===== src/rtl/fpu_seq_pkg.sv =====
// Shared types and constants for the fpu_cmd_seq command sequencer.
package fpu_seq_pkg;

  localparam int CMD_DATA_W = 32;

  typedef enum logic [2:0] {
    S_IDLE,
    S_LD_SETUP,
    S_LD_WRITE,
    S_EXEC,
    S_GAP
  } state_t;

  localparam logic [2:0] OP_LOAD      = 3'b100;
  localparam logic [2:0] OP_ARITH_MAX = 3'b011;

  localparam logic [1:0] ST_OK  = 2'b00;
  localparam logic [1:0] ST_TMO = 2'b01;
  localparam logic [1:0] ST_ILL = 2'b10;

  typedef struct packed {
    logic [2:0]            op;
    logic [4:0]            a1;
    logic [4:0]            a2;
    logic [4:0]            a3;
    logic [CMD_DATA_W-1:0] data;
  } cmd_t;

  function automatic logic is_arith(input logic [2:0] op);
    return op <= OP_ARITH_MAX;
  endfunction

endpackage


===== src/rtl/fpu_cmd_fifo.sv =====
// Synchronous command FIFO with registered full/empty flags and no write-through bypass.
module fpu_cmd_fifo
  import fpu_seq_pkg::*;
#(
  parameter int DEPTH = 4
) (
  input  logic clk,
  input  logic rstp,
  input  logic push,
  input  logic pop,
  input  cmd_t din,
  output cmd_t dout,
  output logic full,
  output logic empty
);

  localparam int AW    = $clog2(DEPTH);
  localparam int CNT_W = AW + 1;

  cmd_t             mem [DEPTH];
  logic [AW-1:0]    wr_ptr_reg, rd_ptr_reg;
  logic [CNT_W-1:0] count_reg, count_next;
  logic             full_reg, empty_reg;
  logic             do_push, do_pop;

  // A push while full is refused even if the same cycle pops.
  assign do_push = push && !full_reg;
  assign do_pop  = pop && !empty_reg;

  always_comb begin
    count_next = count_reg;
    if (do_push && !do_pop)
      count_next = count_reg + CNT_W'(1);
    else if (!do_push && do_pop)
      count_next = count_reg - CNT_W'(1);
  end

  always_ff @(posedge clk) begin
    if (rstp) begin
      wr_ptr_reg <= '0;
      rd_ptr_reg <= '0;
      count_reg  <= '0;
      full_reg   <= 1'b0;
      empty_reg  <= 1'b1;
    end else begin
      if (do_push) wr_ptr_reg <= wr_ptr_reg + AW'(1);
      if (do_pop)  rd_ptr_reg <= rd_ptr_reg + AW'(1);
      count_reg <= count_next;
      full_reg  <= (count_next == CNT_W'(DEPTH));
      empty_reg <= (count_next == '0);
    end
  end

  always_ff @(posedge clk) begin
    if (do_push) mem[wr_ptr_reg] <= din;
  end

  assign dout  = mem[rd_ptr_reg];
  assign full  = full_reg;
  assign empty = empty_reg;

endmodule


===== src/rtl/fpu_cmd_seq.sv =====
// Issue stage in front of the fpu: queues commands, sequences load/exec handshakes, returns results.
// Optional EXEC watchdog enabled by defining FPU_SEQ_TIMEOUT_EN.
module fpu_cmd_seq
  import fpu_seq_pkg::*;
#(
  parameter int WIDTH = 32,
  parameter int DEPTH = 4,
  parameter int TMO   = 63
) (
  input  logic             clk,
  input  logic             rstp,
  input  logic             cmd_valid,
  output logic             cmd_ready,
  input  logic [2:0]       cmd_op,
  input  logic [4:0]       cmd_a1,
  input  logic [4:0]       cmd_a2,
  input  logic [4:0]       cmd_a3,
  input  logic [WIDTH-1:0] cmd_data,
  output logic             fpu_enable,
  output logic             fpu_ld,
  output logic [2:0]       fpu_opcode,
  output logic [4:0]       fpu_addr1,
  output logic [4:0]       fpu_addr2,
  output logic [4:0]       fpu_addr3,
  output logic [WIDTH-1:0] fpu_inp,
  input  logic             fpu_done,
  input  logic [WIDTH-1:0] fpu_out,
  input  logic [4:0]       fpu_flags,
  output logic             res_valid,
  input  logic             res_ready,
  output logic [WIDTH-1:0] res_data,
  output logic [4:0]       res_flags,
  output logic [1:0]       res_status,
  output logic             busy
);

  localparam int CNT_W = $clog2(TMO + 1);

  cmd_t   cmd_in, head;
  logic   fifo_full, fifo_empty, pop;
  state_t state_reg;

  logic             fpu_enable_reg, fpu_ld_reg;
  logic [2:0]       fpu_opcode_reg;
  logic [4:0]       fpu_addr1_reg, fpu_addr2_reg, fpu_addr3_reg;
  logic [WIDTH-1:0] fpu_inp_reg;
  logic [CNT_W-1:0] exec_cnt_reg;
  logic             res_valid_reg;
  logic [WIDTH-1:0] res_data_reg;
  logic [4:0]       res_flags_reg;
  logic [1:0]       res_status_reg;

  assign cmd_in = '{op: cmd_op, a1: cmd_a1, a2: cmd_a2, a3: cmd_a3,
                    data: CMD_DATA_W'(cmd_data)};

  fpu_cmd_fifo #(.DEPTH(DEPTH)) u_fifo (
    .clk   (clk),
    .rstp  (rstp),
    .push  (cmd_valid),
    .pop   (pop),
    .din   (cmd_in),
    .dout  (head),
    .full  (fifo_full),
    .empty (fifo_empty)
  );

  // Loads never touch the result register; everything else needs it free (or draining now).
  assign pop = (state_reg == S_IDLE) && !fifo_empty &&
               ((head.op == OP_LOAD) || !res_valid_reg || res_ready);

  always_ff @(posedge clk) begin
    if (rstp) begin
      state_reg      <= S_IDLE;
      fpu_enable_reg <= 1'b0;
      fpu_ld_reg     <= 1'b0;
      fpu_opcode_reg <= OP_LOAD;
      fpu_addr1_reg  <= '0;
      fpu_addr2_reg  <= '0;
      fpu_addr3_reg  <= '0;
      fpu_inp_reg    <= '0;
      exec_cnt_reg   <= '0;
      res_valid_reg  <= 1'b0;
      res_data_reg   <= '0;
      res_flags_reg  <= '0;
      res_status_reg <= ST_OK;
    end else begin
      if (res_valid_reg && res_ready) res_valid_reg <= 1'b0;
      case (state_reg)
        S_IDLE: begin
          if (pop) begin
            if (head.op == OP_LOAD) begin
              state_reg      <= S_LD_SETUP;
              fpu_enable_reg <= 1'b1;
              fpu_ld_reg     <= 1'b0;
              fpu_addr1_reg  <= head.a1;
              fpu_addr2_reg  <= head.a2;
              fpu_addr3_reg  <= head.a3;
              fpu_inp_reg    <= WIDTH'(head.data);
            end else if (is_arith(head.op)) begin
              state_reg      <= S_EXEC;
              fpu_enable_reg <= 1'b1;
              fpu_opcode_reg <= head.op;
              fpu_addr1_reg  <= head.a1;
              fpu_addr2_reg  <= head.a2;
              fpu_addr3_reg  <= head.a3;
              exec_cnt_reg   <= '0;
            end else begin
              res_valid_reg  <= 1'b1;
              res_data_reg   <= '0;
              res_flags_reg  <= '0;
              res_status_reg <= ST_ILL;
            end
          end
        end
        S_LD_SETUP: begin
          state_reg  <= S_LD_WRITE;
          fpu_ld_reg <= 1'b1;
        end
        S_LD_WRITE: begin
          state_reg      <= S_GAP;
          fpu_enable_reg <= 1'b0;
          fpu_ld_reg     <= 1'b0;
        end
        S_EXEC: begin
          // done is ignored in the first EXEC cycle (count still zero).
          if (exec_cnt_reg != '0 && fpu_done) begin
            state_reg      <= S_GAP;
            fpu_enable_reg <= 1'b0;
            fpu_opcode_reg <= OP_LOAD;
            res_valid_reg  <= 1'b1;
            res_data_reg   <= fpu_out;
            res_flags_reg  <= fpu_flags;
            res_status_reg <= ST_OK;
          end
`ifdef FPU_SEQ_TIMEOUT_EN
          else if (exec_cnt_reg == CNT_W'(TMO - 1)) begin
            state_reg      <= S_GAP;
            fpu_enable_reg <= 1'b0;
            fpu_opcode_reg <= OP_LOAD;
            res_valid_reg  <= 1'b1;
            res_data_reg   <= '0;
            res_flags_reg  <= '0;
            res_status_reg <= ST_TMO;
          end
`endif
          else if (exec_cnt_reg != CNT_W'(TMO)) begin
            exec_cnt_reg <= exec_cnt_reg + CNT_W'(1);
          end
        end
        S_GAP:   state_reg <= S_IDLE;
        default: state_reg <= S_IDLE;
      endcase
    end
  end

  assign cmd_ready  = !fifo_full;
  assign fpu_enable = fpu_enable_reg;
  assign fpu_ld     = fpu_ld_reg;
  assign fpu_opcode = fpu_opcode_reg;
  assign fpu_addr1  = fpu_addr1_reg;
  assign fpu_addr2  = fpu_addr2_reg;
  assign fpu_addr3  = fpu_addr3_reg;
  assign fpu_inp    = fpu_inp_reg;
  assign res_valid  = res_valid_reg;
  assign res_data   = res_data_reg;
  assign res_flags  = res_flags_reg;
  assign res_status = res_status_reg;
  assign busy       = !fifo_empty || (state_reg != S_IDLE);

endmodule


===== config.mk =====
export PLATFORM = sky130hd
export DESIGN_NAME = fpu_cmd_seq
export DESIGN_NICKNAME = d
export VERILOG_FILES = /design/src/rtl/fpu_seq_pkg.sv /design/src/rtl/fpu_cmd_fifo.sv /design/src/rtl/fpu_cmd_seq.sv
export SDC_FILE = /design/constraint.sdc
export NUM_CORES = 1
export LEC_CHECK = 0
export CAP_MARGIN = 15
export CORE_ASPECT_RATIO = 1.2
export CORE_MARGIN = 2
export CORE_UTILIZATION = 33
export DETAILED_ROUTE_END_ITERATION = 10
export PLACE_DENSITY_LB_ADDON = 0.2
export REMOVE_ABC_BUFFERS = 1
export SETUP_SLACK_MARGIN = 0.2
export SYNTH_ARGS = -nofsm -noshare
export SYNTH_HDL_FRONTEND = slang
export SYNTH_SLANG_ARGS = --single-unit

===== constraint.sdc =====
create_clock -name clk -period 3.5 [get_ports clk]
set_clock_uncertainty 0.05 [all_clocks]
set_input_delay 0.7 -clock clk [delete_from_list [all_inputs] [get_ports clk]]
set_output_delay 0.7 -clock clk [all_outputs]
set_load 0.02 [all_outputs]

==> run_summary.xml <==
<?xml version="1.0" encoding="UTF-8"?>
<metrics>
  <group name="floorplanning">
    <metric name="ios" unit="">186</metric>
    <metric name="placeableCoreArea" unit="mm^2">0.0341</metric>
    <metric name="std_cell_rows" unit="">74</metric>
    <metric name="die_h" unit="um">208</metric>
    <metric name="fp.dieW" unit="um">174</metric>
    <metric name="initial_core_util" unit="">0.336</metric>
    <metric name="dieArea" unit="mm^2">0.0362</metric>
  </group>
  <group name="logic_synthesis">
    <metric name="register_bit_total_from_synthesis" unit="">311</metric>
    <metric name="postSynth.topFlopCell" unit="">edfxtp_1</metric>
    <metric name="yosysUniqueCellTypes" unit="">47</metric>
    <metric name="synthDominantAreaCellType" unit="">edfxtp_1</metric>
    <metric name="netlist_top_cells_area" unit="">edfxtp_1, dfxtp_1, mux4_2</metric>
    <metric name="synth_enable_flop_cells" unit="">200</metric>
    <metric name="netlist_top_cells_count" unit="">edfxtp_1, dfxtp_1, nand2_1</metric>
    <metric name="asyncSetResetFlopFracSynth" unit="">0</metric>
    <metric name="netlist_instances" unit="">749</metric>
    <metric name="synth_top_area_frac" unit="">0.525</metric>
    <metric name="synth_area" unit="mm^2">0.0114</metric>
    <metric name="mean_post_synth_cell_area" unit="um^2">15.3</metric>
    <metric name="yosys_warnings" unit="">0</metric>
    <metric name="yosysMostFrequentCell" unit="">edfxtp_1</metric>
    <metric name="synth.yosys.seq_area_share" unit="">0.719</metric>
  </group>
  <group name="global_routing">
    <metric name="grt_start_max_net_pins" unit="">51</metric>
    <metric name="antenna_violations_before_repair" unit="">1</metric>
    <metric name="grt_first_pass_wirelength" unit="um">40400</metric>
    <metric name="first_global_vias" unit="">7140</metric>
    <metric name="global_route.overflow_total" unit="">0</metric>
    <metric name="combined_global_route_utilization_of_all_metal_layers" unit="">0.141</metric>
  </group>
  <group name="routing">
    <metric name="initial_drt_pass_iterations" unit="">6</metric>
    <metric name="route.detailed.vias_per_inst" unit="">4.77</metric>
    <metric name="antenna_violating_nets_post_route" unit="">0</metric>
    <metric name="route.detailed.drc" unit="">0</metric>
    <metric name="drt_iter0_drc" unit="">335</metric>
    <metric name="num_vias" unit="">6789</metric>
    <metric name="routed_wire_length_per_instance" unit="um">18.1</metric>
    <metric name="routed_wirelength" unit="um">25700</metric>
  </group>
  <group name="worst_setup_path">
    <metric name="setup_slack_on_the_worst_flop_to_flop_path" unit="ps">970</metric>
    <metric name="critPathCaptureType" unit="">output pin</metric>
    <metric name="critical_path.max_fanout" unit="">10</metric>
    <metric name="worstSetupPathType" unit="">flop to output pin</metric>
    <metric name="terminus_of_the_critical_flop_to_flop_path" unit="">fpu_addr3[4]</metric>
    <metric name="critPathArrivalTime" unit="ps">1980</metric>
    <metric name="critical_path_required" unit="ps">2750</metric>
    <metric name="ff2ff_path_depth" unit="">6</metric>
    <metric name="worstSetupStartpointType" unit="">flop</metric>
  </group>
  <group name="sta">
    <metric name="fin_worst_hold_slack" unit="ps">401</metric>
    <metric name="setup_tns" unit="ps">0</metric>
    <metric name="tightest_slew" unit="ps">625</metric>
    <metric name="endpoints_failing_hold" unit="">0</metric>
    <metric name="setup_viol" unit="">0</metric>
    <metric name="timing.final.crit_share" unit="">0.781</metric>
    <metric name="fmax" unit="GHz">0.366</metric>
    <metric name="slew_headroom" unit="">0.579</metric>
    <metric name="setup_repair_after_global_routing_missed_its_margin" unit="">no</metric>
    <metric name="finalMaxSlewViolations" unit="">0</metric>
    <metric name="finalWorstPathRequiredPeriod" unit="ps">2730</metric>
  </group>
  <group name="layout">
    <metric name="post_route_cells_drive_above_1_share" unit="">0.152</metric>
    <metric name="multi_input_area" unit="mm^2">0.00298</metric>
    <metric name="n_fill_cell" unit="">3167</metric>
    <metric name="regArea" unit="mm^2">0.00823</metric>
    <metric name="fin_cells" unit="">1423</metric>
    <metric name="largest_register_ff_count" unit="">200</metric>
    <metric name="area_delta_synth_final" unit="%">31.0</metric>
    <metric name="fin_nets" unit="">1042</metric>
  </group>
  <group name="clock_tree">
    <metric name="htreeDepth" unit="">1</metric>
    <metric name="clk_transition_reported_paths" unit="ps">60</metric>
    <metric name="postCtsSetupRepairBufs" unit="">0</metric>
    <metric name="numClockSinks" unit="">311</metric>
    <metric name="resized_after_cts" unit="">0</metric>
    <metric name="cts-root-buf" unit="">clkbuf_16</metric>
    <metric name="cts.path.max_buffers" unit="">3</metric>
    <metric name="cts_hold_buf" unit="">0</metric>
    <metric name="cts_made_buffers" unit="">31</metric>
    <metric name="worstSkewPairLatency" unit="ps">550</metric>
    <metric name="cts_tree" unit="">yes</metric>
  </group>
  <group name="min_path">
    <metric name="hold_path_startpoint" unit="">fpu_inp[24]</metric>
    <metric name="hold-path-cell-count" unit="">2</metric>
    <metric name="min_to" unit="">fpu_inp[24]</metric>
    <metric name="worst_hold_path_type" unit="">flop to flop</metric>
  </group>
  <group name="run">
    <metric name="drv_cap" unit="">0</metric>
  </group>
  <group name="power_and_ir_drop">
    <metric name="p_int" unit="mW">7.52</metric>
    <metric name="comb_power_share" unit="">0.215</metric>
    <metric name="irDropWorstVdd" unit="V">0.000396</metric>
    <metric name="pwr-share-clk" unit="">0.348</metric>
    <metric name="power.share.switching" unit="">0.269</metric>
    <metric name="power.leakage" unit="nW">4.87</metric>
    <metric name="net-switching-power" unit="mW">2.77</metric>
    <metric name="power.density" unit="mW/mm^2">687</metric>
    <metric name="seq_power_share" unit="">0.437</metric>
  </group>
  <group name="placed_design">
    <metric name="port_buffers" unit="">184</metric>
    <metric name="placer_congestion" unit="">0.751</metric>
    <metric name="place_hpwl" unit="um">16300</metric>
    <metric name="placed_cells_incl_taps" unit="">1365</metric>
  </group>
  <group name="run_status">
    <metric name="outcome" unit="">finished clean</metric>
  </group>
</metrics>
layer usage:
| layer | wire length [um] | vias to the layer above | global-route usage |
|---|---|---|---|
| met5 | 0 | - | 0 |
| met4 | 481 | 0 | 0.0322 |
| met3 | 1520 | 33 | 0.0327 |
| met2 | 12300 | 205 | 0.238 |
| met1 | 11500 | 3360 | 0.184 |
| li1 | - | 3191 | - |
layout by cell type (no fill, tap or decap), types with 3 or more instances in the layout:
cell type / n
edfxtp_1: 200
clkdlybuf4s50_1: 183
dfxtp_1: 109
nand2_1: 105
a21oi_1: 55
nor2_1: 55
mux4_2: 50
clkbuf_16: 31
a22oi_1: 29
buf_4: 16
inv_1: 11
a22oi_2: 10
o21ai_0: 8
ha_1: 8
nor2b_1: 7
nor3_1: 7
clkbuf_8: 7
xnor2_1: 6
bufinv_16: 6
clkinvlp_4: 4
clkbuf_1: 4
buf_12: 4
and3_1: 3
or3_1: 3
clkinv_2: 3
kinds of logic after synthesis:
| kind of cell | count (synthesis) | share of synthesized area |
|---|---|---|
| and+or+nand+nor | 198 | 0.0734 |
| adders and majority gates | 8 | 0.00875 |
| muxes | 53 | 0.101 |
| DFF | 311 | 0.719 |
| AOI/OAI and AO/OA | 117 | 0.0699 |
| buffers and inverters | 54 | 0.0222 |
| xor gates and xnor gates | 7 | 0.00536 |
| other | 1 | 0.000328 |
worst max path at each step:
stage	startpoint	to	slack [ps]	depth (start not counted)
4_1_cts	state_reg[1]	busy	750	3
3_3_place_gp	fpu_done	res_status[1]	830	7
2_1_floorplan	exec_cnt_reg[0]	res_data[0]	-1400	8
3_5_place_dp	cmd_valid	u_fifo.mem[0][40]	830	4
6_report	state_reg[1]	busy	770	3
5_1_grt	state_reg[1]	busy	700	3
critical path, cell delays in order, from the launching register on:
cell,delay [ps]
dfxtp_1,400
nor3_1,350
nand2_1,130
clkdlybuf4s50_1,560
metrics by stage:
step / area (um^2) / utilization / total power [mW] / worst slack (ps)
after floorplan: 11200 / - / 5.94 / -1400
after detailed placement: 13900 / 0.407 / 6.84 / 827
after CTS: 15000 / 0.440 / 10.5 / 755
after global placement: 13900 / 0.407 / 6.83 / 829
after global routing: 15000 / 0.440 / 10.8 / 703
final: 15000 / 0.440 / 10.3 / 767
power by group through the flow:
stage,Sequential (mW),Combinational (mW),Clock (mW)
CTS,4.50,2.27,3.69
global placement,4.57,2.25,0
floorplan,4.78,1.16,0
global route,4.53,2.43,3.83
finish,4.50,2.22,3.58
detailed placement,4.58,2.26,0
final cells by class:
class	instances	area share
tap	456	0.0381
clock inverter	15	0.0159
sequential	311	0.549
antenna	1	0.000167
multi-input combinational	384	0.199
inverter	11	0.00276
clock buffer	42	0.0592
timing repair buffer	203	0.136
Power figures use the tool's default switching activity.
